File: config.mk
export PLATFORM = sky130hd
export DESIGN_NAME = z_core_i_prefetch_queue
export DESIGN_NICKNAME = d
export VERILOG_FILES = /design/src/rtl/z_core_pkg.sv /design/src/rtl/z_core_sync_fifo.sv /design/src/rtl/z_core_i_prefetch_queue.sv
export SDC_FILE = /design/constraint.sdc
export NUM_CORES = 1
export LEC_CHECK = 0
export ABC_AREA = 1
export CORE_ASPECT_RATIO = 0.6
export CORE_MARGIN = 2
export CORE_UTILIZATION = 47
export CTS_BUF_LIST = sky130_fd_sc_hd__clkbuf_16
export DETAILED_ROUTE_END_ITERATION = 6
export PLACE_DENSITY = 0.66
export RECOVER_POWER = 50
export SLEW_MARGIN = 0
export SYNTH_ARGS = -nofsm -noshare
export SYNTH_HDL_FRONTEND = slang
export SYNTH_SLANG_ARGS = --single-unit
File: constraint.sdc
create_clock -name clk -period 6.8 [get_ports clk]
set_input_delay 2.04 -clock clk [delete_from_list [all_inputs] [get_ports clk]]
set_output_delay 2.04 -clock clk [all_outputs]
set_load 0.02 [all_outputs]
File: src/rtl/z_core_pkg.sv
// Constants shared across the z_core front end: AXI encodings and the
// prefetch FSM state codes.
package z_core_pkg;

  localparam logic [1:0] RESP_OKAY  = 2'b00;
  localparam logic [1:0] BURST_INCR = 2'b01;
  localparam logic [2:0] SIZE_4B    = 3'b010;

  localparam logic [2:0] ST_IDLE  = 3'd0;
  localparam logic [2:0] ST_ADDR  = 3'd1;
  localparam logic [2:0] ST_DATA  = 3'd2;
  localparam logic [2:0] ST_DRAIN = 3'd3;
  localparam logic [2:0] ST_HALT  = 3'd4;

  function automatic logic resp_is_err(input logic [1:0] resp);
    return resp != RESP_OKAY;
  endfunction

endpackage

File: src/rtl/z_core_sync_fifo.sv
// Synchronous FIFO with wrap-bit pointers, a same-cycle flush and a
// free-entry count for callers that reserve space ahead of writing.
module z_core_sync_fifo #(
  parameter  int WIDTH = 32,
  parameter  int DEPTH = 8,
  localparam int IDX_W = $clog2(DEPTH),
  localparam int PTR_W = IDX_W + 1
) (
  input  logic             clk,
  input  logic             rst,
  input  logic             flush,
  input  logic             push,
  input  logic [WIDTH-1:0] push_data,
  input  logic             pop,
  output logic [WIDTH-1:0] head_data,
  output logic             empty,
  output logic             full,
  output logic [PTR_W-1:0] free
);

  logic [PTR_W-1:0] wr_ptr;
  logic [PTR_W-1:0] rd_ptr;
  logic [PTR_W-1:0] count;
  logic [WIDTH-1:0] mem [DEPTH];
  logic             do_push;
  logic             do_pop;

  assign empty = (wr_ptr == rd_ptr);
  // Same index with opposite wrap bits means the writer has lapped the reader.
  assign full  = (wr_ptr[IDX_W-1:0] == rd_ptr[IDX_W-1:0]) &&
                 (wr_ptr[IDX_W] != rd_ptr[IDX_W]);
  assign count = wr_ptr - rd_ptr;
  assign free  = PTR_W'(DEPTH) - count;

  assign do_push = push && !full && !flush;
  assign do_pop  = pop && !empty && !flush;

  assign head_data = mem[rd_ptr[IDX_W-1:0]];

  // NOTE: sequential state uses non-blocking assignments so every flop
  // samples pre-edge values regardless of block evaluation order.
  always_ff @(posedge clk or posedge rst) begin
    if (rst) begin
      wr_ptr <= '0;
      rd_ptr <= '0;
    end else if (flush) begin
      wr_ptr <= '0;
      rd_ptr <= '0;
    end else begin
      if (do_push) wr_ptr <= wr_ptr + PTR_W'(1);
      if (do_pop)  rd_ptr <= rd_ptr + PTR_W'(1);
    end
  end

  // NOTE: the storage array is deliberately not reset; the pointers define
  // which entries are valid, and leaving it unreset lets it map to RAM.
  always_ff @(posedge clk) begin
    if (do_push) mem[wr_ptr[IDX_W-1:0]] <= push_data;
  end

endmodule

File: src/rtl/z_core_i_prefetch_queue.sv
// Instruction prefetcher: issues aligned AXI INCR bursts from fetch_pc into
// a queue whose space is reserved before each burst, so m_rready never stalls.
module z_core_i_prefetch_queue
  import z_core_pkg::*;
#(
  parameter int ADDR_W    = 32,
  parameter int DEPTH     = 8,
  parameter int BURST_LEN = 4
) (
  input  logic              clk,
  input  logic              rst,

  input  logic              redirect_valid,
  input  logic [ADDR_W-1:0] redirect_pc,

  output logic              m_arvalid,
  input  logic              m_arready,
  output logic [ADDR_W-1:0] m_araddr,
  output logic [7:0]        m_arlen,
  output logic [2:0]        m_arsize,
  output logic [1:0]        m_arburst,

  input  logic              m_rvalid,
  output logic              m_rready,
  input  logic [31:0]       m_rdata,
  input  logic [1:0]        m_rresp,
  input  logic              m_rlast,

  output logic              instr_valid,
  input  logic              instr_ready,
  output logic [31:0]       instr_data,
  output logic [ADDR_W-1:0] instr_pc,
  output logic              instr_err
);

  localparam int CNT_W   = $clog2(DEPTH) + 1;
  localparam int SUM_W   = CNT_W + 1;
  localparam int BEAT_W  = $clog2(BURST_LEN) + 1;
  localparam int ENTRY_W = 32 + ADDR_W + 1;

  // Beats left before the next BURST_LEN-word boundary.
  function automatic logic [BEAT_W-1:0] burst_beats(input logic [ADDR_W-1:0] pc);
    logic [ADDR_W-1:0] word_off;
    word_off = (pc >> 2) & ADDR_W'(BURST_LEN - 1);
    return BEAT_W'(BURST_LEN) - BEAT_W'(word_off);
  endfunction

  logic [2:0]         state;
  logic [ADDR_W-1:0]  fetch_pc;
  logic               pc_valid;
  logic [ADDR_W-1:0]  beat_pc;
  logic [BEAT_W-1:0]  cur_beats;
  logic [CNT_W-1:0]   reserved;
  logic               err_seen;
  logic               drain_pending;

  logic [BEAT_W-1:0]  next_beats;
  logic               room;
  logic               beat_err;

  logic               fifo_push;
  logic               fifo_pop;
  logic [ENTRY_W-1:0] fifo_wdata;
  logic [ENTRY_W-1:0] fifo_head;
  logic               fifo_empty;
  logic               fifo_full;
  logic [CNT_W-1:0]   fifo_free;

  assign next_beats = burst_beats(fetch_pc);
  assign room       = SUM_W'(fifo_free) >= (SUM_W'(reserved) + SUM_W'(next_beats));
  assign beat_err   = resp_is_err(m_rresp);

  assign m_arvalid = (state == ST_ADDR);
  assign m_rready  = (state == ST_DATA) || (state == ST_DRAIN);
  assign m_arsize  = SIZE_4B;
  assign m_arburst = BURST_INCR;

  // A redirect flushes the queue this cycle, so the beat and pop it meets are dropped.
  assign fifo_push  = (state == ST_DATA) && m_rvalid && !redirect_valid && !fifo_full;
  assign fifo_pop   = instr_valid && instr_ready && !redirect_valid;
  assign fifo_wdata = {m_rdata, beat_pc, beat_err};

  z_core_sync_fifo #(
    .WIDTH (ENTRY_W),
    .DEPTH (DEPTH)
  ) u_queue (
    .clk       (clk),
    .rst       (rst),
    .flush     (redirect_valid),
    .push      (fifo_push),
    .push_data (fifo_wdata),
    .pop       (fifo_pop),
    .head_data (fifo_head),
    .empty     (fifo_empty),
    .full      (fifo_full),
    .free      (fifo_free)
  );

  assign instr_valid = !fifo_empty;
  assign instr_data  = fifo_head[ENTRY_W-1 -: 32];
  assign instr_pc    = fifo_head[ADDR_W:1];
  assign instr_err   = !fifo_empty && fifo_head[0];

  always_ff @(posedge clk or posedge rst) begin
    if (rst) begin
      state         <= ST_IDLE;
      fetch_pc      <= '0;
      pc_valid      <= 1'b0;
      beat_pc       <= '0;
      cur_beats     <= '0;
      reserved      <= '0;
      err_seen      <= 1'b0;
      drain_pending <= 1'b0;
      m_araddr      <= '0;
      m_arlen       <= '0;
    end else begin
      if (redirect_valid) begin
        fetch_pc <= redirect_pc;
        pc_valid <= 1'b1;
        err_seen <= 1'b0;
      end

      case (state)
        ST_IDLE: begin
          // Never launch in the redirect cycle: fetch_pc is still the old stream.
          if (!redirect_valid && pc_valid && room) begin
            state     <= ST_ADDR;
            m_araddr  <= fetch_pc;
            m_arlen   <= 8'(next_beats) - 8'd1;
            cur_beats <= next_beats;
            beat_pc   <= fetch_pc;
            reserved  <= CNT_W'(next_beats);
          end
        end

        ST_ADDR: begin
          // The address phase cannot be withdrawn; remember to discard its data.
          if (redirect_valid) begin
            drain_pending <= 1'b1;
            reserved      <= '0;
          end
          if (m_arready) begin
            drain_pending <= 1'b0;
            if (redirect_valid || drain_pending) begin
              state <= ST_DRAIN;
            end else begin
              state    <= ST_DATA;
              fetch_pc <= fetch_pc + (ADDR_W'(cur_beats) << 2);
            end
          end
        end

        ST_DATA: begin
          if (redirect_valid) begin
            reserved <= '0;
            state    <= (m_rvalid && m_rlast) ? ST_IDLE : ST_DRAIN;
          end else if (m_rvalid) begin
            beat_pc  <= beat_pc + ADDR_W'(4);
            reserved <= reserved - CNT_W'(1);
            if (beat_err) err_seen <= 1'b1;
            if (m_rlast) begin
              reserved <= '0;
              err_seen <= 1'b0;
              state    <= (err_seen || beat_err) ? ST_HALT : ST_IDLE;
            end
          end
        end

        ST_DRAIN: begin
          if (m_rvalid && m_rlast) state <= ST_IDLE;
        end

        ST_HALT: begin
          if (redirect_valid) state <= ST_IDLE;
        end

        default: state <= ST_IDLE;
      endcase
    end
  end

endmodule

==> impl_metrics.toml, run 1 <==
[timing]
min_period_over_period_pct = 85.3
worstMarginPinSlew_ns = 2.56
period_minus_slack_ns = 5.80
rsz0062_at_grt = "false"
setup_viol = 0
hold_viol_final = 0
tns_ns = 0
finalMaxSlewViolations = 208
max_freq_ghz = 0.172
finClkSkew_ns = 0.0167
max_slew_margin_pct = -71.8

[route]
totalWireLength_um = 69900
viasPerCell = 5.54
drc_errors = 1
drt_first_pass_iters = 7
drt_first_iter_violations = 2004
wl_met1_um = 32100
top_layer = "met4"
antenna_left = 0
wl_per_cell_um = 19.7
dr_wl_met2_um = 31300
via_count = 19700
met3_length_um = 5780

[clock_network]
clk_latency_ns = 0.62
htree_levels = 2
post-cts-setup-buffer-count = 0
clkTransAtPathRegs_ns = 0.06
clock-sinks = 639
cts_hold_buf = 0
cts_tree = "yes"
cts_resized = 0
numCtsBuffers = 57
cts_buffer_depth = 3
root_buffer = "clkbuf_16"

[yosys]
ys_warn_count = 0
synth_top_family_by_area = "simple AND/OR/NAND/NOR gates"
synth_top_area_share_pct = 56.6
synth_area_leaders = "edfxtp_1 (57%), dfrtp_1 (11%), nand2_1 (8.8%), o21ai_0 (5.9%), nor2_1 (4.9%)"
yosysTopAreaCell = "edfxtp_1"
synth_compound_area_share_pct = 10.6
synth-simple-area-share_pct = 16.1
synth-edff-count = 520
yosys.area_share.adder_pct = 1.08
ys.flop_type = "edfxtp_1"
netlist_area_um2 = 27600
syn-instance-count = 2603
synth.mux.area_fraction_pct = 0.0363
ys_ff_latch = 639
ys_async_sr_fraction_pct = 18.6
synth.avg_cell_area_um2 = 10.6
yosysSeqAreaShare_pct = 67.4
synth_cell_type_count = 45
synth_xor_area_share_pct = 0.699

[global_route]
grt_start_max_net_pins = 204
grt_overflow = 0
first_global_vias = 18600
grt_pass1_wl_um = 108000
antenna_found_initial = 1
grt_usage_pct = 22.9

[run_status]
run_status = "finished with violations"
violations = "DRC, capacitance limit, slew limit"

[critical_path]
startpoint = "u_queue.rd_ptr[0]"
crit_type = "reg -> out"
crit_end = "instr_pc[26]"
startpoint_type = "flop"
crit_path_max_fanout = 149
reg2reg_from = "u_queue.rd_ptr[0]"
reg2reg_to = "u_queue.mem[3][25]"
rrSetupSlack_ns = 2.10
cp-end-kind = "output port"
critical_path_required_ns = 4.76
reg2reg_depth = 9
crit_arrival_ns = 3.76

[cells_and_area]
final_common_cell = "nand2_1"
final_cell_mix = "nand2_1 (645), edfxtp_1 (520), nor2_1 (362)"
drive_above_1_share_pct = 5.18
nNetsFinal = 2828
syn2layout_area_growth_pct = 15.6

[die]
die_y_um = 192
num_rows = 68
die_w_um = 317
ios = 186
die_area_um2 = 60700
initial_core_util_pct = 47.7
core-area_um2 = 57800

[placed_design]
place.gp.congestion = 0.947
io_buffers = 179
dpl.hpwl_um = 40700

[hold_path]
hold_path.class = "reg -> reg"

[power_and_ir_drop]
p_leak_nw = 11.9
total_power_mw = 13.0
ir_drop_uv = 215
pwr_density_cell_nw_per_um2 = 408

[job]
cap_violations = 5
## state kept, by name, indices dropped and copies added, names as in the netlist, 3 cells and up
name / cells
u_queue.mem: 520
u_queue.wr_ptr: 4
m_arlen: 3
state: 3
m_araddr: 32
reserved: 4
fetch_pc: 32
beat_pc: 32
u_queue.rd_ptr: 4
## critical path, cell delays in order, from the launching register on
cell	delay [ns]
dfrtp_4	0.72
inv_6	0.46
buf_12	0.51
o21ai_0	0.16
o22ai_1	0.16
nand2_1	0.07
nand2_1	0.24
clkdlybuf4s50_1	0.65
## kinds of logic (layout without fill, tap and decap cells)
kind of cell    count (synthesis)  count (layout)
compound gates                538             538
xor+xnor                       22              22
fa+ha+maj                      22              22
buf+inv                       263             438
flops                         639             639
mux                             1               1
other cells                     2               7
simple gates                 1116            1116
## how the worst min path moves through the flow
| stage | from | endpoint | slack [ns] | cells after the start |
|---|---|---|---|---|
| 2_1_floorplan | pc_valid | pc_valid | 0.42 | 2 |
| 3_3_place_gp | pc_valid | pc_valid | 0.44 | 2 |
| 3_5_place_dp | pc_valid | pc_valid | 0.46 | 2 |
| 4_1_cts | pc_valid | pc_valid | 0.48 | 2 |
| 5_1_grt | pc_valid | pc_valid | 0.50 | 2 |
| 6_report | pc_valid | pc_valid | 0.48 | 2 |
## power by group
part,internal [mW],total [mW],leakage (nW),switching (mW)
sequential,4.75,5.36,6.17,0.617
clock,1.80,3.23,0.968,1.44
combinational,1.60,4.42,4.76,2.82
total,8.15,13.0,11.9,4.87
## metrics by stage
| stage | hold WS, ns | area, µm² | cells | util (%) | worst slack (ns) |
|---|---|---|---|---|---|
| floorplan | 0.423 | 27600 | 2607 | - | 0.960 |
| global placement | 0.437 | 30100 | 3444 | 52.0 | 1.74 |
| detailed placement | 0.465 | 30100 | 3444 | 52.0 | 1.71 |
| CTS | 0.480 | 31900 | 3552 | 55.3 | 1.05 |
| global route | 0.500 | 31900 | 3552 | 55.2 | 0.690 |
| finish | 0.478 | 31900 | 3553 | 55.2 | 0.997 |
## Yosys cell counts, drive strengths merged (6+ instances only)
cell type,count
nand2,649
edfxtp,520
nor2,370
o21ai,367
o22ai,134
dfrtp,119
inv,119
clkbuf,81
buf,63
nand3,58
nor3,21
ha,19
a21oi,17
xor2,16
o211ai,10
nand4,9
xnor2,6
## cell type report
class / instances / area, µm²
fillers: 4834 / 25900
multi-input cells: 1705 / 7900
clock inverters: 51 / 455
clock buffers: 57 / 1430
flip-flops and latches: 639 / 18600
repair buffers: 211 / 2090
diodes: 1 / 2.50
inverters: 119 / 455
well taps: 770 / 963
## routing by layer
metal	GRT usage (%)	vias to the layer above
met3	4.25	66
li1	-	9245
met4	3.76	0
met5	0	-
met2	34.5	716
met1	35.2	9641
Power figures use the tool's default switching activity.
==> inputs of run 2 (changes only) <==
Clock period 6.8 ns to 7.44 ns, I/O delays scaled along.
==> impl_metrics.toml, run 2 (same netlist as run 1, synthesis figures left out) <==
[critical_path]
reg2reg_from = "u_queue.rd_ptr[1]"
crit_arrival_ns = 3.75
critical_path.most_common_cell = "o21ai_0"
crit_path_top_delay_cell = "dfrtp_4"
critical_path_required_ns = 5.21
startpoint_type = "flop"
crit_type = "reg -> out"
rrSetupSlack_ns = 3.17
reg2reg_depth = 13
cp-end-kind = "output port"
reg2reg_to = "m_araddr[16]"
crit_path_max_fanout = 89
path_cells = "inv_2 -> buf_4 -> o21ai_0 -> o22ai_1 -> o21ai_0 -> a31oi_1 -> clkdlybuf4s50_1"
slowest_delay_ns = 0.83

[timing]
max_freq_ghz = 0.167
setup_viol = 0
worstMarginPinSlew_ns = 3.35
tns_ns = 0
hold_viol_final = 0
finClkSkew_ns = 0.0264
max_slew_margin_pct = -125
setup_ws_ns = 1.46
min_period_over_period_pct = 80.4
rsz0062_at_grt = "false"
finalMaxSlewViolations = 187
period_minus_slack_ns = 5.98

[global_route]
grt_pass1_wl_um = 108000
grt_start_max_net_pins = 263
grt_usage_pct = 22.9
first_global_vias = 18700
grt_overflow = 0
antenna_found_initial = 2

[route]
via_count = 19700
viasPerCell = 5.55
antenna_left = 0
drc_errors = 0
drt_first_pass_iters = 5
wl_per_cell_um = 19.7
drt_first_iter_violations = 2203
totalWireLength_um = 70000

[cells_and_area]
n_fill_cell = 4851
nNetsFinal = 2823
layoutNonFillerInstCount = 3547
drive_above_1_share_pct = 5.01
final_common_cell = "nand2_1"
multi_input_area_um2 = 7910
syn2layout_area_growth_pct = 15.3
final_core_util_pct = 55.0
final_cell_mix = "nand2_1 (647), edfxtp_1 (520), nor2_1 (361)"
register_area_um2 = 18600
largest_reg_flops = 520

[die]
num_rows = 68
initial_core_util_pct = 47.7
die_y_um = 192
die_area_um2 = 60700
ios = 186
core-area_um2 = 57800
die_w_um = 317

[hold_path]
hold_path.class = "reg -> reg"
min-delay-start = "pc_valid"
whs_path_depth = 2
worstHoldEndpoint = "pc_valid"

[job]
cap_violations = 4

[clock_network]
cts_tree = "yes"
clock-sinks = 639
post-cts-setup-buffer-count = 0
root_buffer = "clkbuf_16"
cts_buffer_depth = 3
numCtsBuffers = 57
cts_resized = 0
cts_hold_buf = 0
clkTransAtPathRegs_ns = 0.07
htree_levels = 2
clk_latency_ns = 0.62

[placed_design]
io_buffers = 179
dpl.hpwl_um = 40300
dp_cells = 3439
place.gp.congestion = 0.938
pre_cts_ws_ns = 2.16

[run_status]
run_status = "finished with violations"
violations = "capacitance limit, slew limit"

[power_and_ir_drop]
p_leak_nw = 11.8
pwr_density_cell_nw_per_um2 = 371
total_power_mw = 11.8
ir_drop_uv = 370
-- run 2: area by class of cell --
type                            instances  area share (%)
Clock inverter                         50            1.21
Clock buffer                           57            4.49
Sequential cell                       639            58.5
Inverter                              119            1.43
Timing Repair Buffer                  206            6.43
Tap cell                              770            3.03
Multi-Input combinational cell       1705            24.9
Antenna cell                            1         0.00787
-- run 2: how the worst max path moves through the flow --
stage / end / depth (start not counted) / start
after global placement: instr_err / 7 / u_queue.rd_ptr[1]
after CTS: instr_pc[3] / 7 / u_queue.rd_ptr[1]
after detailed placement: instr_err / 7 / u_queue.rd_ptr[1]
final: instr_err / 7 / u_queue.rd_ptr[1]
after floorplan: u_queue.mem[2][0] / 5 / redirect_valid
after global routing: u_queue.rd_ptr[0] / 3 / rst
-- run 2: worst max-delay path, delay by kind of cell, from the launching register on --
family | cells | cell delay (ns)
compound gates | 4 | 0.68
buf+inv | 3 | 1.53
flops | 1 | 0.83
-- run 2: report_power, final --
part           total, mW  switching, mW  internal [mW]
Combinational       4.05           2.59           1.46
Sequential          4.89          0.547           4.34
Clock               2.86           1.32           1.54
-- run 2: metrics by stage --
stage | hold WS [ns] | instance area [µm²]
2_1_floorplan | 0.423 | 27600
3_3_place_gp | 0.437 | 30000
3_5_place_dp | 0.445 | 30000
4_1_cts | 0.461 | 31800
5_1_grt | 0.498 | 31800
6_report | 0.455 | 31800
-- run 2: metal layers --
metal	global-route usage [%]	wire length [µm]	up-vias	part of all wire (%)
li1	-	-	9236	-
met1	34.1	32300	9683	46
met2	35.1	31400	673	45
met3	4.51	5300	91	7.6
met4	4.44	1050	0	1.5
met5	0	0	-	0
==> inputs of run 3 (changes only) <==
Settings changed: PLACE_DENSITY 0.66 to 0.68.
Clock period 7.44 ns to 5.3 ns, I/O delays scaled along.
==> impl_metrics.toml, run 3 (same netlist as run 1, synthesis figures left out) <==
[global_route]
grt_usage_pct = 23.0
first_global_vias = 18800
grt_start_max_net_pins = 150
grt_pass1_wl_um = 108000
grt_overflow = 0
antenna_found_initial = 0

[die]
initial_core_util_pct = 47.7
die_area_um2 = 60700
die_w_um = 317
die_y_um = 192
num_rows = 68
ios = 186
core-area_um2 = 57800

[timing]
finClkSkew_ns = 0.0423
hold_viol_final = 0
fin_hold_ws_ns = 0.454
max_slew_margin_pct = -60.5
rsz0062_at_grt = "false"
setup_viol = 0
period_minus_slack_ns = 4.88
min_period_over_period_pct = 92.1
max_freq_ghz = 0.205
setup_ws_ns = 0.419
worstMarginPinSlew_ns = 2.39
finalMaxSlewViolations = 161

[route]
drt_first_iter_violations = 2334
viasPerCell = 5.55
drt_first_pass_iters = 5
drc_errors = 0
totalWireLength_um = 70200
via_count = 19700
antenna_left = 0
wl_per_cell_um = 19.8

[clock_network]
numCtsBuffers = 57
clkTransAtPathRegs_ns = 0.06
cts_tree = "yes"
cts_buffer_depth = 3
clock-sinks = 639
cts_resized = 0
root_buffer = "clkbuf_16"
htree_levels = 2
clk_latency_ns = 0.63
cts_hold_buf = 0
post-cts-setup-buffer-count = 0

[critical_path]
critical_path_required_ns = 3.71
crit_path_max_fanout = 60
cp-end-kind = "output port"
crit_type = "reg -> out"
crit_arrival_ns = 3.29
startpoint_type = "flop"

[cells_and_area]
final_cell_mix = "nand2_1 (644), edfxtp_1 (520), nor2_1 (363)"
nNetsFinal = 2825
final_common_cell = "nand2_1"
n_antenna_cell = 0
final_core_util_pct = 55.3
largest_reg_flops = 520
drive_above_1_share_pct = 5.07
syn2layout_area_growth_pct = 15.9

[run_status]
violations = "capacitance limit, slew limit"
run_status = "finished with violations"

[power_and_ir_drop]
p_leak_nw = 11.9
pwr_density_cell_nw_per_um2 = 521
ir_drop_uv = 335

[job]
cap_violations = 4

[placed_design]
io_buffers = 179
place.gp.congestion = 0.954
pre_cts_ws_ns = 1.07
dpl.hpwl_um = 41200

[hold_path]
hold_path.class = "reg -> reg"
## run 3: cell count changes in the layout (fill, tap and decap cells not counted), sizes merged
cell / before / now
clkinv: 30 / 28
dlygate4sd3: 52 / 34
clkbuf: 61 / 64
diode: 1 / 0
clkdlybuf4s50: 127 / 144
clkinvlp: 4 / 3
buf: 23 / 25
inv: 131 / 133
## run 3: stage by stage
stage | instance area [µm²] | TNS (ns) | total power, mW | cells
after floorplan | 27600 | -21.89 | 10.4 | 2607
after global placement | 30200 | 0 | 12.6 | 3441
after detailed placement | 30200 | 0 | 12.7 | 3441
after CTS | 32000 | 0 | 16.8 | 3549
after global routing | 32000 | 0 | 17.7 | 3549
final | 32000 | 0 | 16.7 | 3549
## run 3: routing by layer
| layer | share of wire [%] | track usage, % | vias to the layer above |
|---|---|---|---|
| met2 | 44 | 34.5 | 782 |
| met4 | 1.4 | 4.28 | 0 |
| met5 | 0 | 0 | - |
| met3 | 9.2 | 4.97 | 77 |
| met1 | 45 | 34.9 | 9606 |
| li1 | - | - | 9237 |
## run 3: final timing paths
path                                    from                 to  slack [ns]  depth (start not counted)
setup / recovery           u_queue.rd_ptr[0]     instr_data[24]        0.42                          7
hold / removal                      pc_valid           pc_valid        0.45                          2
setup reg to reg           u_queue.rd_ptr[0]  u_queue.mem[6][2]        1.13                          9
hold reg to reg                     pc_valid           pc_valid        0.45                          2
max in group asynchronous                rst  u_queue.rd_ptr[1]        1.87                          2
min in group asynchronous                rst        m_araddr[0]        2.10                          2
## run 3: power by group
group	internal [mW]	switching, mW	leakage, nW	total, mW
combinational	2.11	3.66	4.77	5.77
sequential	6.09	0.745	6.17	6.84
clock	2.21	1.84	0.953	4.05
## run 3: critical path, stage by stage, from the launching register on
cell and delay [ns]:
dfrtp_4 0.66, inv_6 0.27, buf_4 0.54, o21ai_0 0.18, o22ai_1 0.19, nand2_1 0.08, nand2_1 0.10, clkdlybuf4s50_1 0.61
## run 3: layout make-up
cell class	count	area [µm²]
clock buffer	59	1480
sequential	639	18600
timing repair buffer	208	2200
inverter	119	455
fill	4845	25800
tap	770	963
clock inverter	49	364
multi-input combinational	1705	7900
